### src/rtl/boot_loader_dma.sv
// boot_loader_dma: power-on boot sequencer.
//
// Optionally clears VRAM to a fill character, then copies the first L bytes of the
// boot ROM into main RAM at BASE (wrapping modulo 2**ADDR_W), where L = min(len, MAX_LEN).
// The CPU is held in reset until the sequence completes. A start pulse in IDLE or DONE
// (re)starts the sequence; a start while busy is ignored.
//
// Optional feature, macro BOOT_LOADER_VERIFY_EN: after the copy, each byte is read back
// through the main RAM read port and compared against the ROM; any mismatch sets the
// sticky verify_err and keeps cpu_rst_n low.
//
// Ports:
//   clk, rst_n         clock, asynchronous active-low reset
//   start, len         start pulse and image length (sampled on an accepted start)
//   rom_addr/rom_data  boot ROM byte address / data (data valid one cycle later)
//   ada/din/cea        main RAM write address / data / strobe
//   adb/ceb/dout       main RAM read address / enable / data (verify build only)
//   v_ada/v_din/v_cea  VRAM write address / data / strobe
//   busy, done         sequence in progress / sticky completion flag
//   cpu_rst_n          CPU reset, released once the sequence completes cleanly
//   verify_err         sticky read-back mismatch flag (verify build only)
module boot_loader_dma #(
    parameter int unsigned       ADDR_W     = 15,
    parameter int unsigned       DATA_W     = 8,
    parameter int unsigned       VADDR_W    = 10,
    parameter int unsigned       VRAM_DEPTH = 1024,
    parameter bit                CLEAR_VRAM = 1'b1,
    parameter logic [DATA_W-1:0] CLEAR_VAL  = 8'h20,
    parameter int unsigned       BASE       = 0,
    parameter int unsigned       MAX_LEN    = 4096,
    parameter int unsigned       RD_LAT     = 2
) (
    input  logic               clk,
    input  logic               rst_n,
    input  logic               start,
    input  logic [ADDR_W:0]    len,
    output logic [ADDR_W-1:0]  rom_addr,
    input  logic [DATA_W-1:0]  rom_data,
    output logic [ADDR_W-1:0]  ada,
    output logic [DATA_W-1:0]  din,
    output logic               cea,
    output logic [ADDR_W-1:0]  adb,
    output logic               ceb,
    input  logic [DATA_W-1:0]  dout,
    output logic [VADDR_W-1:0] v_ada,
    output logic [DATA_W-1:0]  v_din,
    output logic               v_cea,
    output logic               busy,
    output logic               done,
    output logic               cpu_rst_n,
    output logic               verify_err
);

    // Shared phase counter: wide enough for VRAM_DEPTH-1 and for L + RD_LAT.
    localparam int unsigned CntW = ((ADDR_W > VADDR_W) ? ADDR_W : VADDR_W) + 2;

    localparam logic [ADDR_W:0]   MaxLen    = (ADDR_W + 1)'(MAX_LEN);
    localparam logic [ADDR_W-1:0] BaseA     = ADDR_W'(BASE);
    localparam logic [CntW-1:0]   DepthLast = CntW'(VRAM_DEPTH - 1);
    localparam logic [CntW-1:0]   RdLatC    = CntW'(RD_LAT);

`ifdef BOOT_LOADER_VERIFY_EN
    typedef enum logic [2:0] {StIdle, StClr, StLoad, StVerify, StDone} state_e;
`else
    typedef enum logic [2:0] {StIdle, StClr, StLoad, StDone} state_e;
`endif

    state_e            state_q, state_d;
    logic [CntW-1:0]   cnt_q, cnt_d;
    logic [ADDR_W:0]   len_q, len_d;
    logic [CntW-1:0]   len_ext;
    logic              accept;

    assign len_ext = CntW'(len_q);
    assign accept  = start && ((state_q == StIdle) || (state_q == StDone));

    always_ff @(posedge clk or negedge rst_n) begin
        if (!rst_n) begin
            state_q <= StIdle;
            cnt_q   <= '0;
            len_q   <= '0;
        end else begin
            state_q <= state_d;
            cnt_q   <= cnt_d;
            len_q   <= len_d;
        end
    end

    always_comb begin
        state_d = state_q;
        cnt_d   = cnt_q;
        len_d   = len_q;
        unique case (state_q)
            StIdle, StDone: begin
                if (start) begin
                    len_d   = (len > MaxLen) ? MaxLen : len;
                    cnt_d   = '0;
                    state_d = CLEAR_VRAM ? StClr : StLoad;
                end
            end
            StClr: begin
                if (cnt_q == DepthLast) begin
                    cnt_d   = '0;
                    state_d = StLoad;
                end else begin
                    cnt_d = cnt_q + 1'b1;
                end
            end
            // L+1 cycles: address phase of byte k overlaps write phase of byte k-1.
            StLoad: begin
                if (cnt_q == len_ext) begin
                    cnt_d = '0;
`ifdef BOOT_LOADER_VERIFY_EN
                    state_d = StVerify;
`else
                    state_d = StDone;
`endif
                end else begin
                    cnt_d = cnt_q + 1'b1;
                end
            end
`ifdef BOOT_LOADER_VERIFY_EN
            // L issue cycles plus RD_LAT+1 cycles to drain the compare pipeline.
            StVerify: begin
                if (cnt_q == len_ext + RdLatC) begin
                    cnt_d   = '0;
                    state_d = StDone;
                end else begin
                    cnt_d = cnt_q + 1'b1;
                end
            end
`endif
            default: state_d = StIdle;
        endcase
    end

    always_comb begin
        rom_addr  = '0;
        ada       = '0;
        din       = '0;
        cea       = 1'b0;
        adb       = '0;
        ceb       = 1'b0;
        v_ada     = '0;
        v_din     = '0;
        v_cea     = 1'b0;
        busy      = (state_q != StIdle) && (state_q != StDone);
        done      = (state_q == StDone);
        cpu_rst_n = (state_q == StDone) && !verify_err;
        unique case (state_q)
            StClr: begin
                v_cea = 1'b1;
                v_ada = cnt_q[VADDR_W-1:0];
                v_din = CLEAR_VAL;
            end
            StLoad: begin
                if (cnt_q < len_ext) begin
                    rom_addr = cnt_q[ADDR_W-1:0];
                end
                if (cnt_q != '0) begin
                    cea = 1'b1;
                    ada = BaseA + cnt_q[ADDR_W-1:0] - ADDR_W'(1);
                    din = rom_data;
                end
            end
`ifdef BOOT_LOADER_VERIFY_EN
            StVerify: begin
                if (cnt_q < len_ext) begin
                    ceb      = 1'b1;
                    adb      = BaseA + cnt_q[ADDR_W-1:0];
                    rom_addr = cnt_q[ADDR_W-1:0];
                end
            end
`endif
            default: ;
        endcase
    end

`ifdef BOOT_LOADER_VERIFY_EN
    // Byte issued in cycle k: ROM byte arrives in k+1, RAM byte in k+RD_LAT. Both are
    // registered and compared together in cycle k+RD_LAT+1.
    logic [RD_LAT:0]   iss_q;
    logic [DATA_W-1:0] rom_pipe_q [RD_LAT];
    logic [DATA_W-1:0] dout_q;
    logic              verr_q;
    logic              issue;

    assign issue = (state_q == StVerify) && (cnt_q < len_ext);

    always_ff @(posedge clk or negedge rst_n) begin
        if (!rst_n) begin
            iss_q  <= '0;
            dout_q <= '0;
            verr_q <= 1'b0;
            for (int i = 0; i < int'(RD_LAT); i++) begin
                rom_pipe_q[i] <= '0;
            end
        end else begin
            iss_q         <= {iss_q[RD_LAT-1:0], issue};
            dout_q        <= dout;
            rom_pipe_q[0] <= rom_data;
            for (int i = 1; i < int'(RD_LAT); i++) begin
                rom_pipe_q[i] <= rom_pipe_q[i-1];
            end
            if (accept) begin
                verr_q <= 1'b0;
            end else if (iss_q[RD_LAT] && (dout_q != rom_pipe_q[RD_LAT-1])) begin
                verr_q <= 1'b1;
            end
        end
    end

    assign verify_err = verr_q;
`else
    logic unused_ok;
    assign unused_ok  = ^{dout, RdLatC, accept};
    assign verify_err = 1'b0;
`endif

endmodule

### config.mk
export PLATFORM = sky130hd
export DESIGN_NAME = boot_loader_dma
export DESIGN_NICKNAME = d
export VERILOG_FILES = /design/src/rtl/boot_loader_dma.sv
export SDC_FILE = /design/constraint.sdc
export NUM_CORES = 1
export LEC_CHECK = 0
export BUFFER_PORTS_ARGS = -buffer_cell sky130_fd_sc_hd__buf_2
export CAP_MARGIN = 20
export CORE_ASPECT_RATIO = 0.75
export CORE_MARGIN = 1.5
export CORE_UTILIZATION = 49
export CTS_BUF_LIST = sky130_fd_sc_hd__clkbuf_8
export DETAILED_ROUTE_END_ITERATION = 7
export HOLD_SLACK_MARGIN = 0.03
export PLACE_DENSITY = 0.89
export SYNTH_ARGS = -nofsm -noshare
export SYNTH_HDL_FRONTEND = slang
export SYNTH_SLANG_ARGS = --single-unit
### constraint.sdc
create_clock -name clk -period 4.7 [get_ports clk]
set_input_delay 0.94 -clock clk [delete_from_list [all_inputs] [get_ports clk]]
set_output_delay 0.94 -clock clk [all_outputs]
set_load 0.02 [all_outputs]
==> implementation parameters, run 1 <==
Parameter                              Value

Setup path
  Required time worst endpoint ... 3.76 ns
  Launching point of the worst reg2reg path ... cnt_q[14]$_DFFE_PN0P_
  Worst reg-to-reg path cell count ... 6
  Crit Path Max Fanout ... 16
  R2R setup slack ... 1.88 ns
  Kind of critical path ... reg -> out
  Endpoint type of the worst setup path ... output pin
  Crit. Startpoint ... cnt_q[10]$_DFFE_PN0P_
  Data arrival, critical path ... 3.00 ns
  Type of origin of the critical path ... flop

Global route
  Number of antenna violations at the first check in global routing ... 0
  Pin count of the biggest net entering global routing ... 36
  Total global-route track usage ... 24.1%
  First-pass GRT wire length ... 12700 um
  GR Layer Usage met1 ... 32.5%
  Most utilized layer in the global route result ... met2
  GRT met3 Usage ... 4.62%
  Total congestion overflow after global routing ... 0
  Via count of the first global-routing pass ... 2683
  Met2 global-route usage ... 39.5%

Synthesis
  Area share of the largest cell type after synthesis ... 28.8%
  Most common library cells after synthesis ... 36 x sky130_fd_sc_hd__nand2_1, 35 x sky130_fd_sc_hd__dfrtp_1, 26 x sky130_fd_sc_hd__buf_4, 26 x sky130_fd_sc_hd__inv_1, 23 x sky130_fd_sc_hd__ha_1
  Mapped Avg Cell Area ... 8.13 um2
  Cell with the most instances after synthesis ... sky130_fd_sc_hd__nand2_1
  Dominant cell type by area after synthesis ... sky130_fd_sc_hd__dfrtp_1
  Count of state elements after synthesis ... 35
  Proportion of synthesized flip-flops having asynchronous set or reset ... 100%
  Count of yosys warnings during synthesis ... 0
  Library cells used by synthesis ... 47
  Cells after synthesis ... 374
  Post-synthesis cell area ... 3040 um2
  EDFF count, synth ... 0
  Most used flip-flop cell after synthesis ... sky130_fd_sc_hd__dfrtp_1
  Cells taking the most area after synthesis ... sky130_fd_sc_hd__dfrtp_1 29%, sky130_fd_sc_hd__ha_1 9.5%, sky130_fd_sc_hd__buf_4 6.4%
  Sequential element share of the synthesized area ... 28.8%

Run status
  Result of the run ... completed

Route
  Antenna Nets Post-Route ... 0
  Drc violations ... 0
  Routed wire length ... 7980 um
  Number of iterations in the first detailed-routing pass ... 5
  Via count ... 2935
  Initial DRC count ... 207
  Vias per Instance ... 5.72
  Wirelength per Cell ... 15.6 um

Final layout
  Total Nets Final ... 492
  Layout overhead on the synthesized area ... 12.9%
  Number of diodes added for antenna fixing ... 0
  Filler cell count in the final layout ... 560
  Post-Route Utilization ... 58.3%
  Final instance count without filler cells ... 513
  Share of post-route cells with drive strength above 1 ... 22.1%

Power and ir drop
  Static power due to leakage ... 0.00179 uW
  Max VDD drop ... 0.290 mV
  Sw Ratio ... 49.7%
  Int Power ... 749 uW
  Sequential group share of total power ... 25.0%
  Total power divided by cell area ... 434 nW/um2
  Combinational group share of total power ... 56.3%
  Clock share of power ... 18.7%
  Switching power of the nets ... 741 uW
  Total Power Consumption ... 1490 uW

STA
  Maximum operating frequency ... 0.254 GHz
  Final clock skew ... 0.0106 ns
  Final setup violation count ... 0
  Total count of max-transition violations in the final report ... 0
  Slew of the pin with the lowest slew margin ... 1.04 ns
  Period minus WS final ... 3.94 ns
  Post-route setup TNS ... 0 ns
  Hold Violations, Final ... 0
  Relative slew slack ... 29.9%
  Post-layout worst setup margin ... 0.757 ns
  Setup repair after global routing missed its margin ... false
  Final worst path period share ... 83.9%

Floorplanning
  I/O Pins ... 113
  Site Rows ... 24
  Die Footprint ... 6690 um2
  Initial standard-cell utilization of the core ... 51.6%
  Die height ... 71.2 um
  Overall die width ... 93.9 um
  Core ar. ... 5890 um2

Placement
  Setup slack after placement ... 1.10 ns
  Final HPWL from detailed placement ... 5990 um
  Total placed cells including tap cells ... 505
  GP Congestion ... 0.919
  Number of input and output port buffers inserted ... 80

Clocking
  Clock latency on the worst-skew pair ... 0.30 ns
  TritonCTS buffer count ... 5
  Number of hold-repair buffers added at the cts stage ... 0
  TritonCTS sink count ... 35
  Clk pin slew, worst setup/hold paths ... 0.08 ns
  Clock tree from TritonCTS ... built
  Root cell of the clock tree ... sky130_fd_sc_hd__clkbuf_8
  Post-CTS Setup Repair Bufs ... 0
  PostCTS Resize Cnt ... 0
  Maximum clock insertion buffer count ... 2
  Maximum level of the CTS H-tree ... 2

Run
  Maximum Capacitance Violations ... 0

Min path
  Cell count of the worst hold path ... 2
  Path type of the worst min-delay path ... reg -> reg
  Min-Delay Startpoint ... len_q[12]$_DFFE_PN0P_
per-stage QoR:
stage	instance area, um2	hold WS (ns)
3_5_place_dp	3320	0.475
4_1_cts	3430	0.490
6_report	3430	0.482
5_1_grt	3430	0.514
2_1_floorplan	3130	0.450
3_3_place_gp	3320	0.468
worst paths after layout:
check / to
max reg2reg: cnt_q[10]$_DFFE_PN0P_
max: din[4]
min: len_q[12]$_DFFE_PN0P_
min reg2reg: len_q[12]$_DFFE_PN0P_
min in group asynchronous: cnt_q[16]$_DFFE_PN0P_
max in group asynchronous: len_q[14]$_DFFE_PN0P_
cells by family after synthesis:
logic type | synth area share (%)
buf+inv | 13.7
other cells | 0.123
mux | 0.329
compound gates | 19.3
fa+ha+maj | 9.47
xor+xnor | 5.19
simple gates | 23.1
flops | 28.8
critical path, cell delays in order, from the launching register on:
cell	delay (ns)
sky130_fd_sc_hd__dfrtp_1	0.53
sky130_fd_sc_hd__or4_4	0.61
sky130_fd_sc_hd__or4_4	0.45
sky130_fd_sc_hd__o31ai_4	0.67
sky130_fd_sc_hd__inv_4	0.10
sky130_fd_sc_hd__and2_1	0.20
sky130_fd_sc_hd__buf_2	0.16
state kept, by name (all words and copies together) (netlist names):
signal,cells
cnt_q,17
len_q,16
state_q,2
power by group through the flow:
stage | clock network (uW) | logic, uW | registers [uW]
final | 279 | 839 | 372
after global routing | 296 | 914 | 376
after CTS | 281 | 829 | 372
after detailed placement | 0 | 821 | 378
after global placement | 0 | 799 | 377
after floorplan | 0 | 653 | 361
metal layers:
metal  share of wire (%)  routed length (um)  up-vias
li1                    -                   -     1383
met1                  42                3320     1411
met2                  49                3930      125
met3                 7.6                 605       16
met4                 1.6                 129        0
met5                   0                   0        -
cell type report:
cell class,count,area [um2],area share (%)
multi-input combinational,284,1830,53.4
clock inverter,3,43.8,1.28
timing repair buffer,81,408,11.9
sequential,35,876,25.5
tap,78,97.6,2.84
clock buffer,5,68.8,2.01
inverter,27,104,3.03
cells in the final DEF, fill, tap and decap left out, drive strengths merged, types with 10 or more instances in the layout:
master  instances
and2           19
inv            27
conb           24
nor2           20
ha             23
a22o           12
buf            81
o21ai          10
nor3           11
nor4           10
nand2          36
nand3          12
a21oi          21
xnor2          13
a211oi         15
dfrtp          35
(Power assumes the default switching activity.)
==> inputs of run 2 (changes only) <==
--- a/config.mk
+++ b/config.mk
@@ -5,11 +5,12 @@
 export SDC_FILE = /design/constraint.sdc
 export NUM_CORES = 1
 export LEC_CHECK = 0
+export ABC_AREA = 1
 export BUFFER_PORTS_ARGS = -buffer_cell sky130_fd_sc_hd__buf_2
 export CAP_MARGIN = 20
 export CORE_ASPECT_RATIO = 0.75
 export CORE_MARGIN = 1.5
-export CORE_UTILIZATION = 49
+export CORE_UTILIZATION = 48
 export CTS_BUF_LIST = sky130_fd_sc_hd__clkbuf_8
 export DETAILED_ROUTE_END_ITERATION = 7
 export HOLD_SLACK_MARGIN = 0.03
==> constraint.sdc (replaced) <==
create_clock -name clk -period 3.6 [get_ports clk]
set_input_delay 0.72 -clock clk [delete_from_list [all_inputs] [get_ports clk]]
set_output_delay 0.72 -clock clk [all_outputs]
set_load 0.02 [all_outputs]
==> implementation parameters, run 2 <==
Parameter                              Value

Run status
  Result of the run ... completed

Placement
  GP Congestion ... 0.932 (+1.4%)
  Dpl cell area ... 3600 um2 (+8.6%)
  Final HPWL from detailed placement ... 6370 um (+6.3%)
  Setup slack after placement ... 0.965 ns (-0.134 ns)
  Number of input and output port buffers inserted ... 80 (unchanged)

Setup path
  Required time worst endpoint ... 2.88 ns (-0.88 ns)
  Endpoint type of the worst setup path ... output pin
  Total buffers and inverters traversed by the critical path ... 2 (unchanged)
  Data arrival, critical path ... 2.27 ns (-0.73 ns)
  Worst reg-to-reg path cell count ... 10 (+4)
  Worst reg2reg path endpoint ... cnt_q[6]$_DFFE_PN0P_
  CP peak stage delay ... 0.61 ns (-0.06 ns)
  Series of cell instances along the critical path ... ha_1, nand2_1, inv_1, o21bai_1, nand2_1, nand2_1, nand2_1, nand2_1, nand3b_4, nor2_1, buf_2
  Type of origin of the critical path ... flop
  Crit Path Max Fanout ... 15 (-1)
  Launching point of the worst reg2reg path ... state_q[1]$_DFFE_PN0P_
  Kind of critical path ... reg -> out
  Top cell family by delay on the critical path ... simple AND/OR/NAND/NOR gates
  R2R setup slack ... 1.26 ns (-0.62 ns)
  Cell with the biggest individual delay on the critical path ... sky130_fd_sc_hd__dfrtp_1
  Cell mode on critical path ... sky130_fd_sc_hd__nand2_1

Clocking
  Maximum level of the CTS H-tree ... 2 (unchanged)
  PostCTS Resize Cnt ... 0 (unchanged)
  Post-CTS Setup Repair Bufs ... 0 (unchanged)
  Number of hold-repair buffers added at the cts stage ... 0 (unchanged)
  TritonCTS buffer count ... 5 (unchanged)
  Clock tree from TritonCTS ... built
  Maximum clock insertion buffer count ... 2 (unchanged)
  Clk pin slew, worst setup/hold paths ... 0.07 ns (about the same)
  Root cell of the clock tree ... sky130_fd_sc_hd__clkbuf_8
  Clock latency on the worst-skew pair ... 0.28 ns (-0.02 ns)
  TritonCTS sink count ... 35 (unchanged)

STA
  Hold Violations, Final ... 0 (unchanged)
  Relative slew slack ... 44.5% (+15 points)
  Final worst path period share ... 82.9%
  Maximum operating frequency ... 0.335 GHz
  Post-layout worst setup margin ... 0.615 ns (-0.142 ns)
  Slew of the pin with the lowest slew margin ... 0.833 ns (-0.211 ns)
  Final setup violation count ... 0 (unchanged)
  Period minus WS final ... 2.99 ns
  Post-route setup TNS ... 0 ns (unchanged)
  Final clock skew ... 0.00575 ns (-0.00486 ns)
  Setup repair after global routing missed its margin ... false
  Total count of max-transition violations in the final report ... 0 (unchanged)

Final layout
  Share of post-route cells with drive strength above 1 ... 21.3% (-0.81 points)
  Area taken by flip-flops and latches ... 876 um2 (unchanged)
  Number of diodes added for antenna fixing ... 0 (unchanged)
  Filler cell count in the final layout ... 660 (+18%)
  Largest register FFs ... 17 (unchanged)
  Biggest registers after layout ... cnt_q x17, len_q x16, state_q x2
  Multi-input gate area in the final layout ... 1910 um2 (+4.4%)
  Layout overhead on the synthesized area ... 9.88%
  Leading cell types in the layout, fill and taps excluded ... 129 x sky130_fd_sc_hd__nand2_1, 81 x sky130_fd_sc_hd__nor2_1, 80 x sky130_fd_sc_hd__buf_2
  Largest register by flop count ... cnt_q
  Most common cell after layout, fill and taps aside ... sky130_fd_sc_hd__nand2_1
  Post-Route Utilization ... 54.2% (-4.1 points)
  Post-route cell area ... 3690 um2 (+7.5%)
  Total Nets Final ... 631 (+28%)

Floorplanning
  Overall die width ... 99.5 um (+6.0%)
  Die Footprint ... 7510 um2 (+12%)
  Site Rows ... 26 (+8.3%)
  I/O Pins ... 113 (unchanged)
  Core ar. ... 6800 um2 (+16%)
  Initial standard-cell utilization of the core ... 49.4% (-2.3 points)
  Die height ... 75.4 um (+5.9%)

Power and ir drop
  Sequential group share of total power ... 53.2% (+28 points)
  Max VDD drop ... 0.131 mV (-55%)
  Total power divided by cell area ... 200 nW/um2 (-54%)
  Switching power of the nets ... 197 uW (-73%)
  Sw Ratio ... 26.6% (-23 points)
  Int Power ... 542 uW (-28%)
  Clock share of power ... 37.9% (+19 points)
  Combinational group share of total power ... 8.9% (-47 points)
  Static power due to leakage ... 0.00222 uW (+24%)

Synthesis
  Proportion of synthesized flip-flops having asynchronous set or reset ... 100% (unchanged)
  Dominant cell type by area after synthesis ... sky130_fd_sc_hd__dfrtp_1
  Area share of the largest cell type after synthesis ... 26.1% (-2.7 points)
  Library cells used by synthesis ... 38 (-19%)
  Most common library cells after synthesis ... 129 x sky130_fd_sc_hd__nand2_1, 81 x sky130_fd_sc_hd__nor2_1, 77 x sky130_fd_sc_hd__inv_1, 35 x sky130_fd_sc_hd__dfrtp_1, 34 x sky130_fd_sc_hd__buf_4
  Cells taking the most area after synthesis ... sky130_fd_sc_hd__dfrtp_1 26%, sky130_fd_sc_hd__nand2_1 14%, sky130_fd_sc_hd__nor2_1 9.1%
  EDFF count, synth ... 0 (unchanged)
  Cell with the most instances after synthesis ... sky130_fd_sc_hd__nand2_1
  Count of state elements after synthesis ... 35 (unchanged)
  Mapped Avg Cell Area ... 6.58 um2 (-19%)
  Most used flip-flop cell after synthesis ... sky130_fd_sc_hd__dfrtp_1
  Post-synthesis cell area ... 3360 um2 (+10%)
  Sequential element share of the synthesized area ... 26.1% (-2.7 points)
  Count of yosys warnings during synthesis ... 0 (unchanged)
  Cells after synthesis ... 510 (+36%)

Min path
  Min-Delay Startpoint ... len_q[6]$_DFFE_PN0P_
  Endpoint with the worst hold slack ... len_q[6]$_DFFE_PN0P_
  Path type of the worst min-delay path ... reg -> reg
  Cell count of the worst hold path ... 2 (unchanged)

Global route
  Pin count of the biggest net entering global routing ... 36 (unchanged)
  First-pass GRT wire length ... 13000 um (+1.9%)
  Via count of the first global-routing pass ... 2944 (+9.7%)
  Total congestion overflow after global routing ... 0 (unchanged)
  Total global-route track usage ... 21.6% (-2.6 points)
  Number of antenna violations at the first check in global routing ... 0 (unchanged)

Route
  Number of iterations in the first detailed-routing pass ... 5 (unchanged)
  Drc violations ... 0 (unchanged)
  Initial DRC count ... 301 (+45%)
  Wirelength per Cell ... 12.4 um (-20%)
  Routed wire length ... 8160 um (+2.1%)
  Via count ... 3274 (+12%)
  Vias per Instance ... 4.98 (-13%)
  Antenna Nets Post-Route ... 0 (unchanged)

Run
  Maximum Capacitance Violations ... 0 (unchanged)
==> run 2: cell types whose count changed after synthesis, sizes merged, moves of 7 or more <==
cell / delta
a211oi: -15
a21o: -7
a22o: -12
and2: -19
buf: +13
clkbuf: -15
inv: +51
nand2: +100
nand3: +7
nor2: +79
nor4: -8
xnor2: -11
==> run 2: worst max-delay path by stage <==
stage,cells past startpoint,from,to
finish,11,cnt_q[2]$_DFFE_PN0P_,rom_addr[3]
CTS,11,cnt_q[2]$_DFFE_PN0P_,rom_addr[2]
global placement,10,cnt_q[0]$_DFFE_PN0P_,ada[9]
detailed placement,10,cnt_q[3]$_DFFE_PN0P_,rom_addr[14]
floorplan,6,cnt_q[0]$_DFFE_PN0P_,ada[14]
global route,11,cnt_q[2]$_DFFE_PN0P_,rom_addr[12]
==> run 2: worst reg2reg max path, stage by stage, from the launching register on <==
cell                      delay (ns)
sky130_fd_sc_hd__dfrtp_1        0.42
sky130_fd_sc_hd__inv_1          0.09
sky130_fd_sc_hd__ha_1           0.50
sky130_fd_sc_hd__inv_1          0.12
sky130_fd_sc_hd__nand2_1        0.08
sky130_fd_sc_hd__nand2_1        0.29
sky130_fd_sc_hd__nor3_1         0.30
sky130_fd_sc_hd__inv_1          0.11
sky130_fd_sc_hd__o21ai_0        0.16
sky130_fd_sc_hd__o21ai_0        0.10
sky130_fd_sc_hd__nor2_1         0.11
==> run 2: final cells by class <==
| type | count | area share [%] |
|---|---|---|
| clock buffers | 5 | 1.87 |
| clock inverters | 3 | 0.407 |
| inverters | 78 | 7.94 |
| multi-input cells | 371 | 51.9 |
| flip-flops and latches | 35 | 23.8 |
| well taps | 84 | 2.85 |
| repair buffers | 82 | 11.3 |
==> run 2: power groups by stage <==
stage | Sequential, uW | Clock [uW] | Combinational [uW]
after global routing | 393 | 302 | 73.4
after CTS | 393 | 283 | 65.7
after floorplan | 401 | 0 | 57.3
final | 393 | 280 | 65.4
after global placement | 401 | 0 | 63.7
after detailed placement | 401 | 0 | 65.6
==> run 2: logic make-up after synthesis <==
kind of cell             share of synthesized area (%)
adder cells (fa/ha/maj)                           8.58
XOR/XNOR                                          3.13
other                                            0.112
AND/OR/NAND/NOR                                   36.3
flip-flops                                        26.1
buffers and inverters                             19.4
AO/OA/AOI/OAI                                     6.38
==> run 2: per-layer routing <==
layer  vias to the layer above  track usage (%)  share of wire, %
met3                        12             4.22               8.0
met2                       150             38.1                49
met4                         0             7.20               1.4
met5                         -                0                 0
met1                      1499             27.2                42
li1                       1613                -                 -
==> run 2: metrics by stage <==
stage          std cells  hold WS (ns)  total power, uW
5_1_grt              658         0.512              768
6_report             658         0.487              738
4_1_cts              658         0.489              742
3_5_place_dp         650         0.470              466
2_1_floorplan        533         0.424              458
3_3_place_gp         650         0.467              464
